--- src/rtl/dpe_pause_ctrl.sv ---
// Pause/drain sequencer for the DPE data plane.
// Pauses the input mux, waits for it to go idle and for every packet in the
// pipeline to leave, then opens an update window for the CPU. A drain timer
// aborts requests that never drain. A guard interval after each release keeps
// traffic flowing between windows.
module dpe_pause_ctrl #(
    parameter int unsigned CNT_W       = 8,
    parameter int unsigned TIMEOUT_CYC = 65535,  // >= 2, fits in 16 bits
    parameter int unsigned MIN_RUN     = 16      // < 2^16
) (
    input  logic             clk,
    input  logic             rst_n,
    input  logic             upd_req,
    output logic             upd_grant,
    output logic             upd_timeout,
    output logic             pause,
    input  logic             mux_idle,
    input  logic             in_eop,
    input  logic             out_eop,
    output logic [CNT_W-1:0] inflight,
    output logic             cnt_err
);

    localparam logic [15:0]      TimerLast = 16'(TIMEOUT_CYC - 1);
    localparam logic [15:0]      GuardLoad = 16'(MIN_RUN);
    localparam logic [CNT_W-1:0] CntOne    = CNT_W'(1);
    localparam logic [CNT_W-1:0] CntMax    = {CNT_W{1'b1}};

    typedef enum logic [2:0] {
        StRun,
        StPause,
        StDrain,
        StGrant,
        StRelease
    } state_e;

    state_e           state_q, state_d;
    logic [15:0]      timer_q, timer_d;
    logic [15:0]      guard_q, guard_d;
    logic             upd_timeout_q, upd_timeout_d;
    logic [CNT_W-1:0] inflight_q, inflight_d;
    logic             cnt_err_q, cnt_err_d;

    logic             drained;
    logic             timeout_hit;

    assign drained = mux_idle && (inflight_q == '0);

    // Timer expiry only counts when no higher-priority exit applies.
    assign timeout_hit = (timer_q == TimerLast) && upd_req &&
                         (((state_q == StPause) && !mux_idle) ||
                          ((state_q == StDrain) && !drained));

    // State register; async reset drops pause without waiting for a clock.
    always_ff @(posedge clk or negedge rst_n) begin
        if (!rst_n) begin
            state_q <= StRun;
        end else begin
            state_q <= state_d;
        end
    end

    // Next-state decode.
    always_comb begin
        state_d = state_q;
        case (state_q)
            StRun: begin
                if (upd_req && (guard_q == '0) && !upd_timeout_q) begin
                    state_d = StPause;
                end
            end
            StPause: begin
                if (!upd_req) begin
                    state_d = StRelease;
                end else if (mux_idle) begin
                    state_d = StDrain;
                end else if (timeout_hit) begin
                    state_d = StRelease;
                end
            end
            StDrain: begin
                if (!upd_req) begin
                    state_d = StRelease;
                end else if (drained) begin
                    state_d = StGrant;
                end else if (timeout_hit) begin
                    state_d = StRelease;
                end
            end
            StGrant: begin
                if (!upd_req) begin
                    state_d = StRelease;
                end
            end
            StRelease: state_d = StRun;
            default:   state_d = StRun;
        endcase
    end

    // Moore outputs decoded from registered state.
    always_comb begin
        pause     = 1'b0;
        upd_grant = 1'b0;
        case (state_q)
            StPause, StDrain: pause = 1'b1;
            StGrant: begin
                pause     = 1'b1;
                upd_grant = 1'b1;
            end
            default: begin
                pause     = 1'b0;
                upd_grant = 1'b0;
            end
        endcase
    end

    // Drain timer, run guard and sticky timeout flag next-state.
    always_comb begin
        timer_d       = timer_q;
        guard_d       = guard_q;
        upd_timeout_d = upd_timeout_q;

        if ((state_q == StRun) && (state_d == StPause)) begin
            timer_d = '0;
        end else if ((state_q == StPause) || (state_q == StDrain)) begin
            timer_d = timer_q + 16'd1;
        end

        if (state_q == StRelease) begin
            guard_d = GuardLoad;
        end else if ((state_q == StRun) && (guard_q != '0)) begin
            guard_d = guard_q - 16'd1;
        end

        if (timeout_hit) begin
            upd_timeout_d = 1'b1;
        end else if ((state_q == StRun) && !upd_req) begin
            upd_timeout_d = 1'b0;
        end
    end

    // In-flight packet counter; saturates at both ends and flags the event.
    always_comb begin
        inflight_d = inflight_q;
        cnt_err_d  = cnt_err_q;
        case ({in_eop, out_eop})
            2'b10: begin
                if (inflight_q == CntMax) begin
                    cnt_err_d = 1'b1;
                end else begin
                    inflight_d = inflight_q + CntOne;
                end
            end
            2'b01: begin
                if (inflight_q == '0) begin
                    cnt_err_d = 1'b1;
                end else begin
                    inflight_d = inflight_q - CntOne;
                end
            end
            default: begin
                inflight_d = inflight_q;
                cnt_err_d  = cnt_err_q;
            end
        endcase
    end

    // Datapath registers.
    always_ff @(posedge clk or negedge rst_n) begin
        if (!rst_n) begin
            timer_q       <= '0;
            guard_q       <= '0;
            upd_timeout_q <= 1'b0;
            inflight_q    <= '0;
            cnt_err_q     <= 1'b0;
        end else begin
            timer_q       <= timer_d;
            guard_q       <= guard_d;
            upd_timeout_q <= upd_timeout_d;
            inflight_q    <= inflight_d;
            cnt_err_q     <= cnt_err_d;
        end
    end

    assign upd_timeout = upd_timeout_q;
    assign inflight    = inflight_q;
    assign cnt_err     = cnt_err_q;

endmodule

--- config.mk ---
export PLATFORM = sky130hd
export DESIGN_NAME = dpe_pause_ctrl
export DESIGN_NICKNAME = d
export VERILOG_FILES = /design/src/rtl/dpe_pause_ctrl.sv
export SDC_FILE = /design/constraint.sdc
export NUM_CORES = 1
export LEC_CHECK = 0
export CAP_MARGIN = 20
export CORE_MARGIN = 5
export CORE_UTILIZATION = 55
export CTS_BUF_LIST = sky130_fd_sc_hd__clkbuf_4 sky130_fd_sc_hd__clkbuf_8
export CTS_CLUSTER_SIZE = 28
export DETAILED_ROUTE_END_ITERATION = 8
export PLACE_DENSITY_LB_ADDON = 0.3
export RECOVER_POWER = 50
export SLEW_MARGIN = 20
export SYNTH_ARGS = -nofsm -noshare
export SYNTH_HDL_FRONTEND = slang
export SYNTH_SLANG_ARGS = --single-unit
--- constraint.sdc ---
create_clock -name clk -period 3.6 [get_ports clk]
set_clock_uncertainty 0.1 [all_clocks]
set_input_delay 0.72 -clock clk [delete_from_list [all_inputs] [get_ports clk]]
set_output_delay 0.72 -clock clk [all_outputs]
set_load 0.02 [all_outputs]
## Yosys cells after proc, flatten, opt, wreduce, memory -nomap -nowiden

Index checks and enable logic that the tools add are counted.

- Flip-flop bits (word level): 45
- Bits of input ports: 6
- Output and inout port bits: 12

- Add/sub/neg operators: 4
- Equality and inequality tests: 13
- Multiplexer cells: 22
- Reductions and logical operators: 27

Operator list:

| kind | number |
|---|---|
| 16-bit 2-to-1 mux | 4 |
| 3-bit 2-to-1 mux | 7 |
| 16-bit by 1-bit adder with 16-bit output (second input constant) | 1 |
| 16-bit equality test (second input constant) | 1 |
| 16-bit logical NOT | 1 |
| 8-bit 2-to-1 mux | 2 |
| 8-bit case mux with 2 select lines | 1 |
| 16-bit nonzero test | 1 |
| 16-bit by 1-bit subtractor with 16-bit output (second input constant) | 1 |
| 3-bit case mux with 4 select lines | 1 |
| 1-bit logical AND | 10 |
| 8-bit by 1-bit adder with 8-bit output (second input constant) | 1 |
| 8-bit equality test (second input constant) | 1 |
| 8-bit logical NOT | 1 |
| 2-bit inequality test (second input constant) | 4 |
| 2-bit nonzero test | 4 |
| 8-bit by 1-bit subtractor with 8-bit output (second input constant) | 1 |
| 3-bit by 1-bit equality test with 1-bit output (second input constant) | 2 |
| 3-bit by 2-bit equality test with 1-bit output (second input constant) | 2 |
| 1-bit 2-to-1 mux | 6 |
| 3-bit AND reduction | 2 |
| 1-bit logical NOT | 4 |
| 3-bit equality test (second input constant) | 1 |
| 3-bit logical NOT | 1 |
| other kinds (5) | 6 |

## Logic depth before layout (Yosys ltp)

Gate-level depths: netlist (run 1).

- Depth in word-level cells: 13
- Mapped depth: 9
- Depth with buffers taken out: 9

## Worst setup path after synthesis (run 1)

OpenSTA, ideal clock, no wires.

- Path type: input to register
- Start: input port in_eop
- End: register inflight_q[6], in the netlist inflight[6]
- Setup time: 0.125 ns
- Arrival time: 2.267 ns
- Data required time: 3.375 ns
- Path slack: 1.108 ns
- Stages on the path: 9
- Path buffers: 0
- Path through: inv_1 > ha_1 > inv_1 > fa_1 > nor2b_1 > o21a_1 > o21a_1 > o211ai_1 > mux2_2

- Word-level cells in the longest chain between the ends: 3
- Elaborated cells on any way between the ends: 7

RTL lines:

| item | RTL line | source |
|---|---|---|
| from (decl) | 18 | `input logic in_eop,` |
| 2-bit equality test / 2-bit by 1-bit equality test with 1-bit output (equally long branches) | 146 | `case ({in_eop, out_eop})` |
| 2-bit inequality test (no line) / 2-bit nonzero test (equally long branches) | - |  |
| 3-bit AND reduction (no line) | - |  |
| to (signal assigned) | 180 | `inflight_q <= inflight_d;` |
| to (decl) | 41 | `logic [CNT_W-1:0] inflight_q, inflight_d;` |

Several ways; a longest one is shown, not always the timed one.
A chain may end at the register's enable or synchronous reset.

## Worst setup path in the final report (run 1)

- Start: input port out_eop
- End: register inflight_q[6], in the netlist inflight[6]

- Word-level cells in the longest chain between the ends: 3
- Elaborated cells on any way between the ends: 7

RTL lines:

| item | RTL line | source |
|---|---|---|
| from (decl) | 19 | `input logic out_eop,` |
| 2-bit equality test / 2-bit by 1-bit equality test with 1-bit output (equally long branches) | 146 |  |
| 2-bit inequality test (no line) / 2-bit nonzero test (equally long branches) | - |  |
| 3-bit AND reduction (no line) | - |  |

Several ways; a longest one is shown, not always the timed one.

==> results of run 1 <==
-- worst max-delay path by stage --
| stage | cells past startpoint | from | slack (ns) | to |
|---|---|---|---|---|
| final | 9 | out_eop | 0.67 | inflight[6] |
| after global routing | 1 | rst_n | 0.42 | inflight[3] |
| after CTS | 10 | in_eop | 0.69 | inflight[6] |
| after detailed placement | 9 | out_eop | 0.37 | inflight[6] |
| after global placement | 10 | in_eop | 0.50 | inflight[6] |
| after floorplan | 9 | in_eop | 1.11 | inflight[6] |
-- area by class of cell --
| type | count | area share, % |
|---|---|---|
| multi-input cells | 211 | 47.7 |
| flip-flops and latches | 45 | 38.3 |
| repair buffers | 19 | 6.09 |
| clock buffers | 7 | 2.85 |
| well taps | 67 | 2.85 |
| inverters | 15 | 1.92 |
| clock inverters | 1 | 0.256 |
-- logic make-up after synthesis --
| family | Yosys count | synth area share, % |
|---|---|---|
| compound gates | 47 | 11.9 |
| simple gates | 121 | 25.0 |
| flops | 45 | 42.2 |
| buf+inv | 25 | 4.50 |
| fa+ha+maj | 13 | 6.38 |
| xor+xnor | 28 | 9.19 |
| mux | 2 | 0.797 |
-- layer usage --
metal,vias up,wire (um),track usage [%],part of all wire [%]
li1,1032,-,-,-
met1,998,2520,25.4,50
met2,32,2340,27.3,46
met3,5,156,2.60,3.1
met4,0,47,5.67,0.93
met5,-,0,0,0
-- flip-flops by register name, indices dropped and copies added, names as in the netlist --
signal,count
timer_q,16
guard_q,16
upd_timeout,1
cnt_err,1
state_q,3
inflight,8
-- per-stage QoR --
step           hold slack, ns  instance area [sq um]  utilization (%)  setup WS (ns)
5_1_grt                 0.438                   2940             62.2          0.422
2_1_floorplan           0.324                   2670                -           1.11
3_5_place_dp            0.365                   2870             60.7          0.375
3_3_place_gp            0.347                   2870             60.7          0.501
4_1_cts                 0.397                   2960             62.6          0.686
6_report                0.385                   2940             62.2          0.670
-- where the power goes --
| group | total, mW | internal, mW | switching, mW | leakage, nW |
|---|---|---|---|---|
| combinational | 0.840 | 0.400 | 0.440 | 0.642 |
| sequential | 0.961 | 0.722 | 0.238 | 0.535 |
| clock | 0.321 | 0.153 | 0.169 | 0.0453 |
-- worst max-delay path: stages --
cell and delay (ns):
clkdlybuf4s50_1 0.48, ha_1 0.39, inv_1 0.13, fa_1 0.43
nor2b_1 0.15, o21a_1 0.17, o21a_1 0.15, o211ai_1 0.10
mux2_2 0.27
-- cell usage in the layout, fill, tap and decap left out, types with 4 or more instances in the layout --
cell / n
nand3_1: 11
clkdlybuf4s50_1: 16
xnor2_1: 12
inv_1: 15
nor4_1: 5
nand2_1: 18
nand4_1: 8
clkbuf_8: 5
dfrtp_1: 45
ha_1: 12
o21ai_0: 9
nor2_1: 38
and3_1: 4
nor3_1: 10
o211ai_1: 4
xor2_1: 16
a21oi_1: 12
==> results.txt, run 1 <==
Outcome: finished, violations left
Failing checks: capacitance limit, slew limit
GRT Util Overall: 17.7%
Number of synthesized flops with an enable pin: 0
Slew margin rel.: -56.7%
Vias: 2067
Hpwl dp: 3.55 mm
PwrDens: 722 nW/um^2
ANT nets after route: 0
Syn_area_per_cell: 9.49 sq um
Setup violations, final: 0
Final setup TNS: 0 ns
Post-synth ARST share: 100%
Die height: 79.6 um
Nets@finish: 316
RSZ-0062 raised after global routing: no
Top cells by area, synth: dfrtp_1, ha_1, nor2_1, xor2_1, xnor2_1
Number of CTS-inserted buffers: 5
Syn nets: 300
Worst Setup Start Kind: input port
Largest net degree at the start of global routing: 46
Leak: 1.22 nW
Post_cts resized: 0
Area share of the largest cell type after synthesis: 42.2%
Synth cell count leaders: dfrtp_1, nor2_1, nand2_1, xor2_1, inv_1
Die Area: 6340 sq um
Row count: 25
Routed WL per cell: 13.9 um
Vias/cell: 5.66
Drt pass-1 iters: 5
Peak supply drop: 0.539 mV
Vias in the first global route: 2004
Slew @ Worst Pin: 2.35 ns
Die width: 79.6 um
H-tree Lvls: 2
Worst Hold Launch: cnt_err
Worst Hold Depth: 1
Worst endpoint required time: 3.68 ns
Worst reg2reg startpoint: guard_q[9]
Tot Pwr: 2.12 mW
Hold/Removal Path Class: flip-flop to flip-flop
RD Place Congestion: 0.786
First-pass GRT wire length: 9.02 mm
Post CTS Setup Buffer Count: 0
Initial antenna violation count: 0
CTS tree: yes
Critical path type: input port to flip-flop
Register area: 1130 sq um
Core ar.: 4720 sq um
CP max FO: 10
Largest area contributor in the synthesized netlist: dfrtp_1
Post-Syn Instances: 281
Cell variety after synth: 58
Max-slew violation count: 46
Clock sink count: 45
Count leader, synth: dfrtp_1
Clock Path Buffers: 2
Yosys warns: 0
Residual DRC: 0
Mapped cell area: 2670 sq um
PortBufs: 17
Multi-input gate area: 1400 sq um
Sequential area share after synthesis: 42.2%
Area grow syn2layout: 10.1%
Reg2Reg Setup Slack: 1.02 ns
Worst r2r dst: timer_q[9]
DRT iter0 DRCs: 158
Fin cells: 365
Final period util: 81.4%
CTS hold repair buffers: 0
Number of max-cap violations: 1
DRT Wirelength: 5.06 mm
CP Capture Type: flip-flop
Fillers: 400
# IOs: 18
Final hold vios: 0
Layout cell share with drive strength beyond 1: 6.38%
Clock transition at path regs: 0.09 ns
Yosys reg bits: 45
Crit path DAT: 3.01 ns
Maximum clock frequency: 341 MHz
Inst Count DP: 357
Diodes inserted: 0
Clock Root Buffer: clkbuf_8
GR Overflow Total: 0
Crit path time final: 2.93 ns
Hold endpoint: cnt_err
Ys flop type: dfrtp_1
R2R cell count: 5
Starting density of the core: 56.5%
Worst-Skew Late Latency: 0.29 ns
(Power assumes the default switching activity.)
==> inputs of run 2 (changes only) <==
==> constraint.sdc (replaced) <==
create_clock -name clk -period 2.7 [get_ports clk]
set_clock_uncertainty 0.1 [all_clocks]
set_input_delay 0.54 -clock clk [delete_from_list [all_inputs] [get_ports clk]]
set_output_delay 0.54 -clock clk [all_outputs]
set_load 0.02 [all_outputs]
==> results.txt, run 2 (same netlist as run 1, synthesis figures left out) <==
Outcome: finished, final reports clean
DRT Wirelength: 5.33 mm
Core ar.: 4720 sq um
Worst endpoint required time: 2.06 ns
GR Overflow Total: 0
Row count: 25
ANT nets after route: 0
Die width: 79.6 um
Worst-Skew Late Latency: 0.30 ns
H-tree Lvls: 2
P_sw: 1.17 mW
Hpwl dp: 3.82 mm
Gate power share: 41.0%
Slew margin rel.: 32.7%
Clock sink count: 45
Clock transition at path regs: 0.09 ns
Slew @ Worst Pin: 1.01 ns
Tot Pwr: 3.04 mW
Nets@finish: 335
Clock Path Buffers: 2
Inst Count DP: 376
Die height: 79.6 um
Fin cells: 384
Critical path type: flip-flop to output pin
Most common cell after layout, fill and taps aside: dfrtp_1
WHS: 0.134 ns
Sw frac: 38.6%
Clk pwr share: 17.4%
RSZ-0062 raised after global routing: no
Seq pwr share: 41.7%
Hold/Removal Path Class: input port to asynchronous set/reset pin
Largest net degree at the start of global routing: 21
Leak: 1.32 nW
# IOs: 18
Crit path DAT: 1.87 ns
Fin area: 3110 sq um
Layout cell share with drive strength beyond 1: 12.3%
PwrDens: 979 nW/um^2
Vias/cell: 5.59
DRT iter0 DRCs: 123
Max-slew violation count: 0
Starting density of the core: 56.5%
Area grow syn2layout: 16.5%
DP Area: 3010 sq um
Number of max-cap violations: 0
CTS hold repair buffers: 0
Maximum clock frequency: 398 MHz
Residual DRC: 0
PortBufs: 17
CP max FO: 18
Vias in the first global route: 2134
GRT Util Overall: 18.9%
RD Place Congestion: 0.864
Die Area: 6340 sq um
Most frequent cells in the layout: dfrtp_1, nor2_1, buf_4, nand2_1, xor2_1
CTS tree: yes
Vias: 2148
Worst Setup Start Kind: flip-flop
CP Capture Type: output pin
Diodes inserted: 0
Final hold vios: 0
Final period util: 93.0%
Peak supply drop: 0.686 mV
Crit path time final: 2.51 ns
Clock Root Buffer: clkbuf_8
Setup violations, final: 0
Drt pass-1 iters: 4
First-pass GRT wire length: 9.54 mm
Cell-internal power: 1.87 mW
Number of CTS-inserted buffers: 5
Routed WL per cell: 13.9 um
Initial antenna violation count: 0
run 2: cell count changes in the layout (fill, tap and decap cells not counted), moves of 2 or more:
cell / previous run / this run
buf_4: 2 / 19
clkdlybuf4s50_1: 16 / 13
dlygate4sd3_1: 0 / 3
clkbuf_1: 1 / 3
clkbuf_4: 2 / 0
inv_6: 0 / 2
run 2: critical path, cell delays in order, from the launching register on:
cell             delay [ns]
dfrtp_1                0.60
nand3b_1               0.29
inv_1                  0.08
clkdlybuf4s50_1        0.60
run 2: power by group through the flow:
stage,clock network (mW),registers [mW],logic (mW)
after floorplan,0,1.28,0.791
after global placement,0,1.27,1.24
after detailed placement,0,1.28,1.27
after CTS,0.540,1.27,1.29
after global routing,0.569,1.32,1.41
final,0.529,1.27,1.25
run 2: timing repair:
item	in CTS	in global routing
buffers inserted	0	0
gates resized for setup	0	2
setup endpoints to repair	0	2
run 2: cell type report:
type,count,area (sq um)
fill,372,1620
multi-input combinational,211,1410
sequential,45,1130
timing repair buffer,38,314
tap,67,83.8
clock buffer,5,68.8
inverter,15,56.3
clock inverter,3,47.5
run 2: worst paths after layout:
path / from / end / slack [ns] / depth (start not counted)
max: state_q[2] / upd_grant / 0.19 / 3
min: rst_n / guard_q[4] / 0.13 / 1
max reg2reg: guard_q[9] / timer_q[7] / 0.31 / 6
min reg2reg: cnt_err / cnt_err / 0.36 / 1
max in group asynchronous: rst_n / inflight[2] / 1.03 / 2
min in group clk: cnt_err / cnt_err / 0.36 / 1
run 2: layer usage:
layer  vias up  part of all wire, %  GRT usage (%)
li1       1073                    -              -
met1      1028                   47           23.8
met2        43                   48           32.5
met3         4                  3.2           3.16
met4         0                  1.5           6.87
met5         -                    0              0
run 2: per-stage QoR:
stage | utilization [%] | worst slack, ns | TNS, ns
finish | 65.8 | 0.189 | 0
global route | 65.8 | 0.0813 | 0
CTS | 66.2 | 0.0913 | 0
detailed placement | 63.7 | -0.215 | -0.455
global placement | 63.7 | -0.134 | -0.245
floorplan | - | 0.388 | 0
==> inputs of run 3 (changes only) <==
--- a/config.mk
+++ b/config.mk
@@ -6,14 +6,14 @@
 export NUM_CORES = 1
 export LEC_CHECK = 0
 export CAP_MARGIN = 20
+export CORE_ASPECT_RATIO = 1.1
 export CORE_MARGIN = 5
 export CORE_UTILIZATION = 55
 export CTS_BUF_LIST = sky130_fd_sc_hd__clkbuf_4 sky130_fd_sc_hd__clkbuf_8
 export CTS_CLUSTER_SIZE = 28
 export DETAILED_ROUTE_END_ITERATION = 8
-export PLACE_DENSITY_LB_ADDON = 0.3
+export PLACE_DENSITY = 0.75
 export RECOVER_POWER = 50
-export SLEW_MARGIN = 20
 export SYNTH_ARGS = -nofsm -noshare
 export SYNTH_HDL_FRONTEND = slang
 export SYNTH_SLANG_ARGS = --single-unit
==> results.txt, run 3 (same netlist as run 1, synthesis figures left out) <==
Fin area: 3060 sq um
Clock Path Buffers: 2
Vias/cell: 5.67
Leak: 1.30 nW
Pre-CTS WS: -0.203 ns
RSZ-0062 raised after global routing: no
PnR worst setup slack: 0.189 ns
First-pass GRT wire length: 9.29 mm
PwrDens: 952 nW/um^2
Clock sink count: 45
Row count: 26
Drt pass-1 iters: 4
CTS tree: yes
Peak supply drop: 0.587 mV
Clock Root Buffer: clkbuf_8
Crit path time final: 2.51 ns
Fillers: 393
H-tree Lvls: 2
Residual DRC: 0
Critical path type: input port to flip-flop
DRT iter0 DRCs: 49
Initial antenna violation count: 0
Most common cell after layout, fill and taps aside: dfrtp_1
Die width: 76.4 um
Max-slew violation count: 0
Crit path DAT: 2.59 ns
GRT Util Overall: 17.3%
ANT nets after route: 0
Slowest stage delay, CP: 0.42 ns
Outcome: finished, final reports clean
Slew margin rel.: 25.4%
Critical Path, Cell by Cell: clkdlybuf4s50_1 > inv_1 > ha_2 > inv_1 > fa_1 > nor2b_1 > o21a_1 > o21a_1 > o211ai_1 > mux2_2
Number of max-cap violations: 0
Core ar.: 4680 sq um
Worst-Skew Late Latency: 0.30 ns
CP max FO: 8
Die Area: 6340 sq um
Layout cell share with drive strength beyond 1: 12.0%
Hpwl dp: 3.88 mm
WHS: 0.154 ns
Hold/Removal Path Class: input port to asynchronous set/reset pin
PortBufs: 17
CP Capture Type: flip-flop
Die height: 83.0 um
Maximum clock frequency: 398 MHz
Worst endpoint required time: 2.78 ns
Vias in the first global route: 2067
# IOs: 18
CP max-delay cell: clkdlybuf4s50_1
Final period util: 93.0%
RD Place Congestion: 0.882
Routed WL per cell: 13.9 um
Final hold vios: 0
Nets@finish: 335
GR Overflow Total: 0
Slew @ Worst Pin: 1.12 ns
DRT Wirelength: 5.18 mm
Starting density of the core: 56.9%
Vias: 2114
Largest net degree at the start of global routing: 22
Most frequent cells in the layout: dfrtp_1, nor2_1, buf_4, nand2_1, xor2_1
Worst Setup Start Kind: input port
R2R cell count: 6
Fin util: 65.3%
CTS hold repair buffers: 0
Number of CTS-inserted buffers: 5
Diodes inserted: 0
Clock transition at path regs: 0.09 ns
Setup violations, final: 0
Area grow syn2layout: 14.6%
DP Area: 3000 sq um
==> run 3: changes by cell type in the layout (fill, tap and decap cells not counted), moves of 2 or more <==
cell,before,now
dlygate4sd3_1,3,1
inv_6,2,0
clkdlybuf4s50_1,13,15
clkinv_2,0,2
==> run 3: repair_timing <==
action,CTS,global route
gates resized for setup,0,1
endpoints found under the setup margin,0,1
setup buffers,0,0
==> run 3: stage by stage <==
step	instances	power [mW]	setup TNS [ns]
global route	373	3.18	0
detailed placement	365	2.55	-0.445
global placement	365	2.51	-0.245
CTS	373	2.98	0
floorplan	281	2.08	0
finish	373	2.91	0
==> run 3: path summary, 6_finish.rpt <==
| kind | end | startpoint | slack (ns) |
|---|---|---|---|
| min reg2reg | cnt_err | cnt_err | 0.36 |
| max reg2reg | timer_q[13] | guard_q[9] | 0.37 |
| max | inflight[6] | in_eop | 0.19 |
| min in group clk | cnt_err | cnt_err | 0.36 |
| min | guard_q[5] | rst_n | 0.15 |
| max in group asynchronous | inflight[1] | rst_n | 0.89 |
==> run 3: cell type report <==
class / count / area [sq um] / area share [%]
multi-input cells: 211 / 1410 / 45.9
clock buffers: 5 / 68.8 / 2.25
well taps: 56 / 70.1 / 2.29
repair buffers: 38 / 314 / 10.3
flip-flops and latches: 45 / 1130 / 36.8
clock inverters: 3 / 17.5 / 0.573
inverters: 15 / 56.3 / 1.84
==> run 3: power by group <==
part | switching (mW) | total [mW] | internal, mW
clock | 0.229 | 0.408 | 0.179
sequential | 0.308 | 1.27 | 0.963
combinational | 0.611 | 1.23 | 0.622
==> run 3: worst max-delay path: cells and delay by family <==
kind / cells / cell delay, ns
AO/OA/AOI/OAI: 3 / 0.41
adder cells (fa/ha/maj): 2 / 0.66
buffers and inverters: 3 / 0.58
multiplexers: 1 / 0.28
AND/OR/NAND/NOR: 1 / 0.12
==> run 3: per-layer routing <==
| metal | global-route usage [%] | routed length (um) | share of wire, % | vias to the layer above |
|---|---|---|---|---|
| li1 | - | - | - | 1067 |
| met1 | 22.0 | 2330 | 45 | 1020 |
| met2 | 29.0 | 2650 | 51 | 17 |
| met3 | 4.00 | 122 | 2.4 | 10 |
| met4 | 5.41 | 80 | 1.5 | 0 |
| met5 | 0 | 0 | 0 | - |
